`config.mk`:
```
export PLATFORM = sky130hd
export DESIGN_NAME = ptxt_fifo
export DESIGN_NICKNAME = d
export VERILOG_FILES = /design/src/rtl/aes_pkg.sv /design/src/rtl/ptxt_fifo_mem.sv /design/src/rtl/ptxt_fifo.sv
export SDC_FILE = /design/constraint.sdc
export NUM_CORES = 1
export LEC_CHECK = 0
export BUFFER_PORTS_ARGS = -buffer_cell sky130_fd_sc_hd__buf_2
export CAP_MARGIN = 20
export CORE_ASPECT_RATIO = 0.9
export CORE_MARGIN = 2
export CORE_UTILIZATION = 58
export CTS_CLUSTER_SIZE = 30
export DETAILED_ROUTE_END_ITERATION = 6
export PLACE_DENSITY = 0.86
export SETUP_SLACK_MARGIN = 0.15
export SKIP_CTS_REPAIR_TIMING = 1
export SLEW_MARGIN = 20
export SYNTH_ARGS = -nofsm -noshare
export SYNTH_HDL_FRONTEND = slang
export SYNTH_HIERARCHICAL = 1
export SYNTH_SLANG_ARGS = --single-unit
```
`constraint.sdc`:
```
create_clock -name HCLK -period 18.5 [get_ports HCLK]
set_input_delay 2.775 -clock HCLK [delete_from_list [all_inputs] [get_ports HCLK]]
set_output_delay 2.775 -clock HCLK [all_outputs]
set_load 0.1 [all_outputs]
```
`src/rtl/aes_pkg.sv`:
```
// Shared types and widths for the AES-CTR plaintext path.
// Latency: n/a (declarations only).
// Backpressure: n/a.
package aes_pkg;

  localparam int BLOCK_W = 128;
  localparam int IDX_W   = 32;

  // One buffered plaintext block together with its counter word.
  typedef struct packed {
    logic [BLOCK_W-1:0] block;
    logic [IDX_W-1:0]   idx;
  } ptxt_entry_t;

endpackage

```
`src/rtl/ptxt_fifo_mem.sv`:
```
// Entry storage for ptxt_fifo: DEPTH x W flops, one write port, one async read port.
// Latency: write lands on the clock edge, read is combinational from rd_addr.
// Backpressure: none here; the parent only asserts wr_en for accepted pushes.
module ptxt_fifo_mem #(
  parameter int DEPTH = 4,
  parameter int W     = aes_pkg::BLOCK_W + aes_pkg::IDX_W
) (
  input  logic                     HCLK,
  input  logic                     wr_en,
  input  logic [$clog2(DEPTH)-1:0] wr_addr,
  input  logic [W-1:0]             wr_word,
  input  logic [$clog2(DEPTH)-1:0] rd_addr,
  output logic [W-1:0]             rd_word
);

  // Contents are only meaningful behind the parent's pointers, so no reset.
  logic [W-1:0] mem [DEPTH];

  // Write the addressed entry on an accepted push.
  always_ff @(posedge HCLK) begin
    if (wr_en) begin
      mem[wr_addr] <= wr_word;
    end
  end

  assign rd_word = mem[rd_addr];

endmodule

```
`src/rtl/ptxt_fifo.sv`:
```
// Plaintext FIFO between the AHB write slave and the AES-CTR core; tags each block with a block index.
// Latency: 1 cycle push-to-rd_valid, first-word-fall-through head (rd_data/rd_idx combinational).
// Backpressure: fifo_full stalls the writer (pushes while full are dropped and flagged); rd_valid/rd_ready on the read side.
// Build option: define PTXT_FIFO_OVF_CNT_EN to get a saturating dropped-push counter on ovf_count.
module ptxt_fifo
  import aes_pkg::*;
#(
  parameter int DEPTH = 4,
  parameter int IDX_W = aes_pkg::IDX_W
) (
  input  logic                     HCLK,
  input  logic                     HRESET,
  input  logic                     flush,
  input  logic                     wr_en,
  input  logic [BLOCK_W-1:0]       wr_data,
  output logic                     fifo_full,
  output logic                     fifo_empty,
  output logic [$clog2(DEPTH):0]   count,
  output logic                     rd_valid,
  output logic [BLOCK_W-1:0]       rd_data,
  output logic [IDX_W-1:0]         rd_idx,
  input  logic                     rd_ready,
  output logic                     overflow,
  output logic [7:0]               ovf_count
);

  localparam int            PW       = $clog2(DEPTH);
  localparam int            EW       = BLOCK_W + IDX_W;
  localparam logic [PW:0]   FULL_CNT = (PW + 1)'(DEPTH);

  logic [PW-1:0]    wr_ptr;
  logic [PW-1:0]    rd_ptr;
  logic [PW:0]      count_q;
  logic [IDX_W-1:0] next_idx;
  logic             ovf_q;
  logic             push;
  logic             pop;
  logic             drop;
  logic             mem_we;
  logic [EW-1:0]    rd_word;

  // Occupancy flags come straight off the count register, so full is a registered condition.
  assign fifo_full  = (count_q == FULL_CNT);
  assign fifo_empty = (count_q == '0);
  assign rd_valid   = !fifo_empty;
  assign count      = count_q;
  assign overflow   = ovf_q;

  // A push against a full buffer is dropped even if the head pops in the same cycle.
  assign push   = wr_en && !fifo_full;
  assign drop   = wr_en && fifo_full;
  assign pop    = rd_valid && rd_ready;
  assign mem_we = push && !flush && !HRESET;

  ptxt_fifo_mem #(
    .DEPTH (DEPTH),
    .W     (EW)
  ) u_mem (
    .HCLK    (HCLK),
    .wr_en   (mem_we),
    .wr_addr (wr_ptr),
    .wr_word ({wr_data, next_idx}),
    .rd_addr (rd_ptr),
    .rd_word (rd_word)
  );

  assign rd_data = rd_word[EW-1:IDX_W];
  assign rd_idx  = rd_word[IDX_W-1:0];

  // Pointer, occupancy, index and sticky-overflow state; reset beats flush beats push/pop.
  always_ff @(posedge HCLK) begin
    if (HRESET) begin
      wr_ptr   <= '0;
      rd_ptr   <= '0;
      count_q  <= '0;
      next_idx <= '0;
      ovf_q    <= 1'b0;
    end else if (flush) begin
      wr_ptr   <= '0;
      rd_ptr   <= '0;
      count_q  <= '0;
      next_idx <= '0;
      ovf_q    <= 1'b0;
    end else begin
      if (push) begin
        wr_ptr   <= wr_ptr + 1'b1;
        next_idx <= next_idx + 1'b1;
      end
      if (pop) begin
        rd_ptr <= rd_ptr + 1'b1;
      end
      case ({push, pop})
        2'b10:   count_q <= count_q + 1'b1;
        2'b01:   count_q <= count_q - 1'b1;
        default: ;
      endcase
      if (drop) begin
        ovf_q <= 1'b1;
      end
    end
  end

`ifdef PTXT_FIFO_OVF_CNT_EN
  logic [7:0] ovf_cnt_q;

  // Count dropped pushes, holding at all-ones rather than wrapping.
  always_ff @(posedge HCLK) begin
    if (HRESET || flush) begin
      ovf_cnt_q <= 8'h00;
    end else if (drop && (ovf_cnt_q != 8'hFF)) begin
      ovf_cnt_q <= ovf_cnt_q + 8'h01;
    end
  end

  assign ovf_count = ovf_cnt_q;
`else
  assign ovf_count = 8'h00;
`endif

endmodule
```
### Yosys cells after proc, flatten, opt, wreduce, memory -nomap -nowiden

Memories as Yosys holds them, arrays and structs flattened. A register that Yosys moved wholly into a read port is not among the register bits.
Index checks and enable logic that the tools add are counted.
W data, S select, Z words.

| storage, ports and cells | value |
|---|---|
| memories kept | 1 |
| register bits | 40 |
| logic and storage cells | 31 |
| memory bits (writable) | 640 |

| operators by class | value |
|---|---|
| add/sub/neg operators | 5 |
| muxes and demuxes | 5 |
| reductions and logical operators | 12 |
| equality and inequality tests | 3 |

Memories:

| memory | depth | bits a word | rd ports | clocked after Yosys merged registers in | wr ports | RTL line | text |
|---|---|---|---|---|---|---|---|
| u_mem.mem | 4 | 160 | 1 | 1 | 1 | ptxt_fifo_mem.sv:17 | `logic [W-1:0] mem [DEPTH];` |

Operators with widths:

| kind | count |
|---|---|
| $add A32 B1 Y32 const B | 1 |
| $pmux W3 S2 | 1 |
| $logic_and A1 B1 Y1 | 5 |
| $add A2 B1 Y2 const B | 2 |
| $logic_not A1 Y1 | 4 |
| $mux W2 | 2 |
| $add A3 B1 Y3 const B | 1 |
| $eq A3 B3 Y1 const B | 1 |
| $logic_not A3 Y1 | 1 |
| $sub A3 B1 Y3 const B | 1 |
| $eq A2 B1 Y1 const B | 1 |
| $eq A2 B2 Y1 const B | 1 |
| $mux W1 | 2 |
| $reduce_bool A2 Y1 | 1 |
| $reduce_or A2 Y1 | 1 |

### Depth between registers and ports, before layout

| depth | value |
|---|---|
| depth after elaboration | 7 |
| depth in mapped cells | 10 |

### Cells and area by module

The synthesis kept the hierarchy.

By module, submodules not included:

| module | area an instance (µm²) | cells an instance | instances |
|---|---|---|---|
| ptxt_fifo_mem | 23094.6 | 840 | 1 |
| ptxt_fifo | 1896.8 | 218 | 1 |

### Least setup slack after synthesis

Ideal clock, no wire load.

| path | value |
|---|---|
| path kind | input to register |
| start | input flush |
| end | memory u_mem/mem[0][0] in the netlist's numbering, enable pin |
| required time | 17.591 ns |
| setup time | 0.909 ns |
| path slack | 2.440 ns |
| arrival | 15.151 ns |
| path buffers | 2 |
| stages on the path | 5 |
| cells stage by stage | or2_2 -> clkbuf_1 -> clkbuf_1 -> nor2_1 -> nor3b_1 |

| on the way | value |
|---|---|
| longest elaborated chain between the ends | 5 |

RTL lines:

| element | RTL line | text |
|---|---|---|
| from (decl) | ptxt_fifo.sv:13 | `input logic flush,` |
| $logic_not A1 Y1 | ptxt_fifo.sv:53 | `assign mem_we = push && !flush && !HRESET;` |
| $logic_and A1 B1 Y1 (2 in a row) | ptxt_fifo.sv:53 |  |
| net mem_we | ptxt_fifo.sv:39 | `logic mem_we;` |
| $mux W1 | ptxt_fifo_mem.sv:21 | `if (wr_en) begin` |
| $mux W1 (not written as such) | ptxt_fifo_mem.sv:22 | `mem[wr_addr] <= wr_word;` |
| to (decl) | ptxt_fifo_mem.sv:17 |  |

The timed path passes the listed nets, and every way through them passes these cells.

==> metrics.log <==
[metrics] result of the run: completed
[metrics] IR Drop Worst-Case VDD: 90.2 uV
[metrics] Slew @ Worst Pin: 1.08 ns
[metrics] die area: 44800 um^2
[metrics] post-synth cell types: 39
[metrics] area share of the largest cell type after synthesis: 76.9%
[metrics] number of cells in the design after placement: 1881
[metrics] number of enable flip-flop cells after synthesis: 640
[metrics] total routing resource utilization after global routing: 22.2%
[metrics] hold depth: 2
[metrics] post-route fraction of the period consumed by the critical path: 32.8%
[metrics] deepest clock path buffer count: 3
[metrics] count of buffers from port buffering: 299
[metrics] Post-Synthesis Mean Instance Area: 23.6 um^2
[metrics] DIE WIDTH: 223 um
[metrics] reg-to-reg slack, setup: 14.84 ns
[metrics] Die Span Y: 201 um
[metrics] CTS buffer count: 67
[metrics] Synth Register Bits: 680
[metrics] number of remaining DRC errors: 0
[metrics] final cell utilization of the core: 67.9%
[metrics] Post-DRT Antenna Nets: 0
[metrics] Max transition margin: 28.1%
[metrics] via count of the first global-routing pass: 12300
[metrics] synthesis warning total: 6
[metrics] mapped cell area: 25000 um^2
[metrics] total wire length: 49200 um
[metrics] Clock Root Buffer: clkbuf_16
[metrics] clk_lat worst skew: 0.58 ns
[metrics] H-tree level count: 3
[metrics] RSZ-0062 raised after global routing: no
[metrics] number of antenna violations at the first check in global routing: 9
[metrics] wire length of the first global-routing pass: 74100 um
[metrics] kind of critical path: reg -> out
[metrics] Highest Clock Rate: 165 MHz
[metrics] Final Slew Violations: 0
[metrics] signal arrival time at the worst endpoint: 3.30 ns
[metrics] fraction of layout instances using a drive strength above 1: 39.9%
[metrics] detailed-placement wirelength estimate: 27900 um
[metrics] most frequent cells in the layout: edfxtp_1, buf_2, mux4_2, clkbuf_16, nor2_1
[metrics] Rows: 72
[metrics] most common cell after layout, fill and taps aside: edfxtp_1
[metrics] post-DR wirelength/cell: 24.5 um
[metrics] number of cells on the worst reg-to-reg path: 6
[metrics] drt initial violations: 953
[metrics] register clock-pin slew on the reported worst setup and hold paths: 0.06 ns
[metrics] worst-case clock skew: 0.0147 ns
[metrics] Worst EP required: 15.73 ns
[metrics] Congestion Overflow GR: 0
[metrics] Seq/Total Area, Yosys: 80.1%
[metrics] fin nets: 1531
[metrics] ratio of routed vias to standard cells: 5.89
[metrics] power per cell area: 109 nW/um^2
[metrics] total power draw: 3.16 mW
[metrics] share of async-settable or async-resettable flops after synthesis: 0%
[metrics] smallest hold slack: 0.502 ns
[metrics] global placer's final weighted congestion: 0.784
[metrics] cell leakage power: 9.52 nW
[metrics] largest net degree at the start of global routing: 161
[metrics] Crit. End Element: primary output
[metrics] Final setup viols: 0
[metrics] final number of hold-violating endpoints: 0
[metrics] class of the worst hold path: reg -> reg
[metrics] synth top area cells: edfxtp_1, mux4_2, dfxtp_1
[metrics] Max FO, Critical Path: 64
[metrics] CP startpoint kind: flop
[metrics] most common flop cell mapped by yosys: edfxtp_1
[metrics] Starting Density: 58.4%
[metrics] top-level I/O count: 308
[metrics] core region area: 42800 um^2
[metrics] min cycle time layout: 6.07 ns
[metrics] cell type with the highest aggregate area in the netlist: edfxtp_1
[metrics] number of max-capacitance violations reported: 0
[metrics] setup total negative slack: 0 ns
[metrics] CTS tree: yes
[metrics] P&R area growth vs syn: 16.3%
[metrics] synthesized netlist cell count: 1058
[metrics] DRT Pass-1 Iters: 5
[metrics] non-filler cells in the finished layout: 2008
[metrics] via count of the routed design: 11800
[metrics] total clock sinks: 680
## cell usage after synthesis (4+ instances only)
library cell	count
edfxtp_1	640
mux4_2	160
dfxtp_1	40
nor2_1	40
xor2_1	27
buf_2	19
nand3_1	18
nand2_1	14
clkbuf_1	12
nand4_1	12
buf_6	11
a21oi_1	9
buf_4	8
inv_1	6
o21ai_0	5
xnor2_1	5
or3_1	4
## metal layers
metal	GRT usage, %	wire length, um
met4	5.58	801
met2	35.6	24500
met5	0	57
met1	30.6	19900
met3	6.54	3950
## worst paths after layout
kind,from,endpoint
hold / removal,overflow,overflow
hold reg to reg,overflow,overflow
setup / recovery,rd_ptr[1],rd_idx[31]
setup reg to reg,count[0],u_mem/mem[1][73]
## stage by stage
step                      area [um^2]  worst slack [ns]
after global placement          27000             12.52
after floorplan                 25000              2.44
after CTS                       29000             12.29
after global routing            29000             12.17
after detailed placement        27000             12.41
final                           29100             12.43
## sequential cells by signal (all words and copies together) (netlist names)
register,cells
overflow,1
rd_ptr,2
next_idx,32
wr_ptr,2
count,3
u_mem/mem,640
## area by class of cell
| cell class | instances | area [um^2] |
|---|---|---|
| sequential | 680 | 20000 |
| multi-input combinational | 329 | 4670 |
| clock inverter | 28 | 158 |
| inverter | 6 | 22.5 |
| clock buffer | 88 | 1870 |
| tap | 555 | 694 |
| antenna | 11 | 27.5 |
| timing repair buffer | 311 | 1600 |
| fill | 2569 | 13700 |
## power breakdown
group	switching [mW]	leakage (nW)	internal, mW	total (mW)
Clock	0.533	0.998	0.724	1.26
Sequential	0.00601	6.18	1.69	1.70
Combinational	0.164	2.34	0.0413	0.206
## kinds of logic after synthesis
| logic type | count (synthesis) | share of synthesized area, % |
|---|---|---|
| mux | 160 | 14.4 |
| fa+ha+maj | 3 | 0.180 |
| other cells | 1 | 0.0150 |
| buf+inv | 56 | 1.39 |
| compound gates | 15 | 0.310 |
| xor+xnor | 32 | 1.12 |
| simple gates | 111 | 2.46 |
| flops | 680 | 80.1 |
## worst max-delay path, cell delays in order (launching register included)
cell	delay (ns)
dfxtp_4	1.06
buf_4	0.76
mux4_2	0.41
buf_2	0.45
No activity file was read; power rests on OpenSTA's default activity.
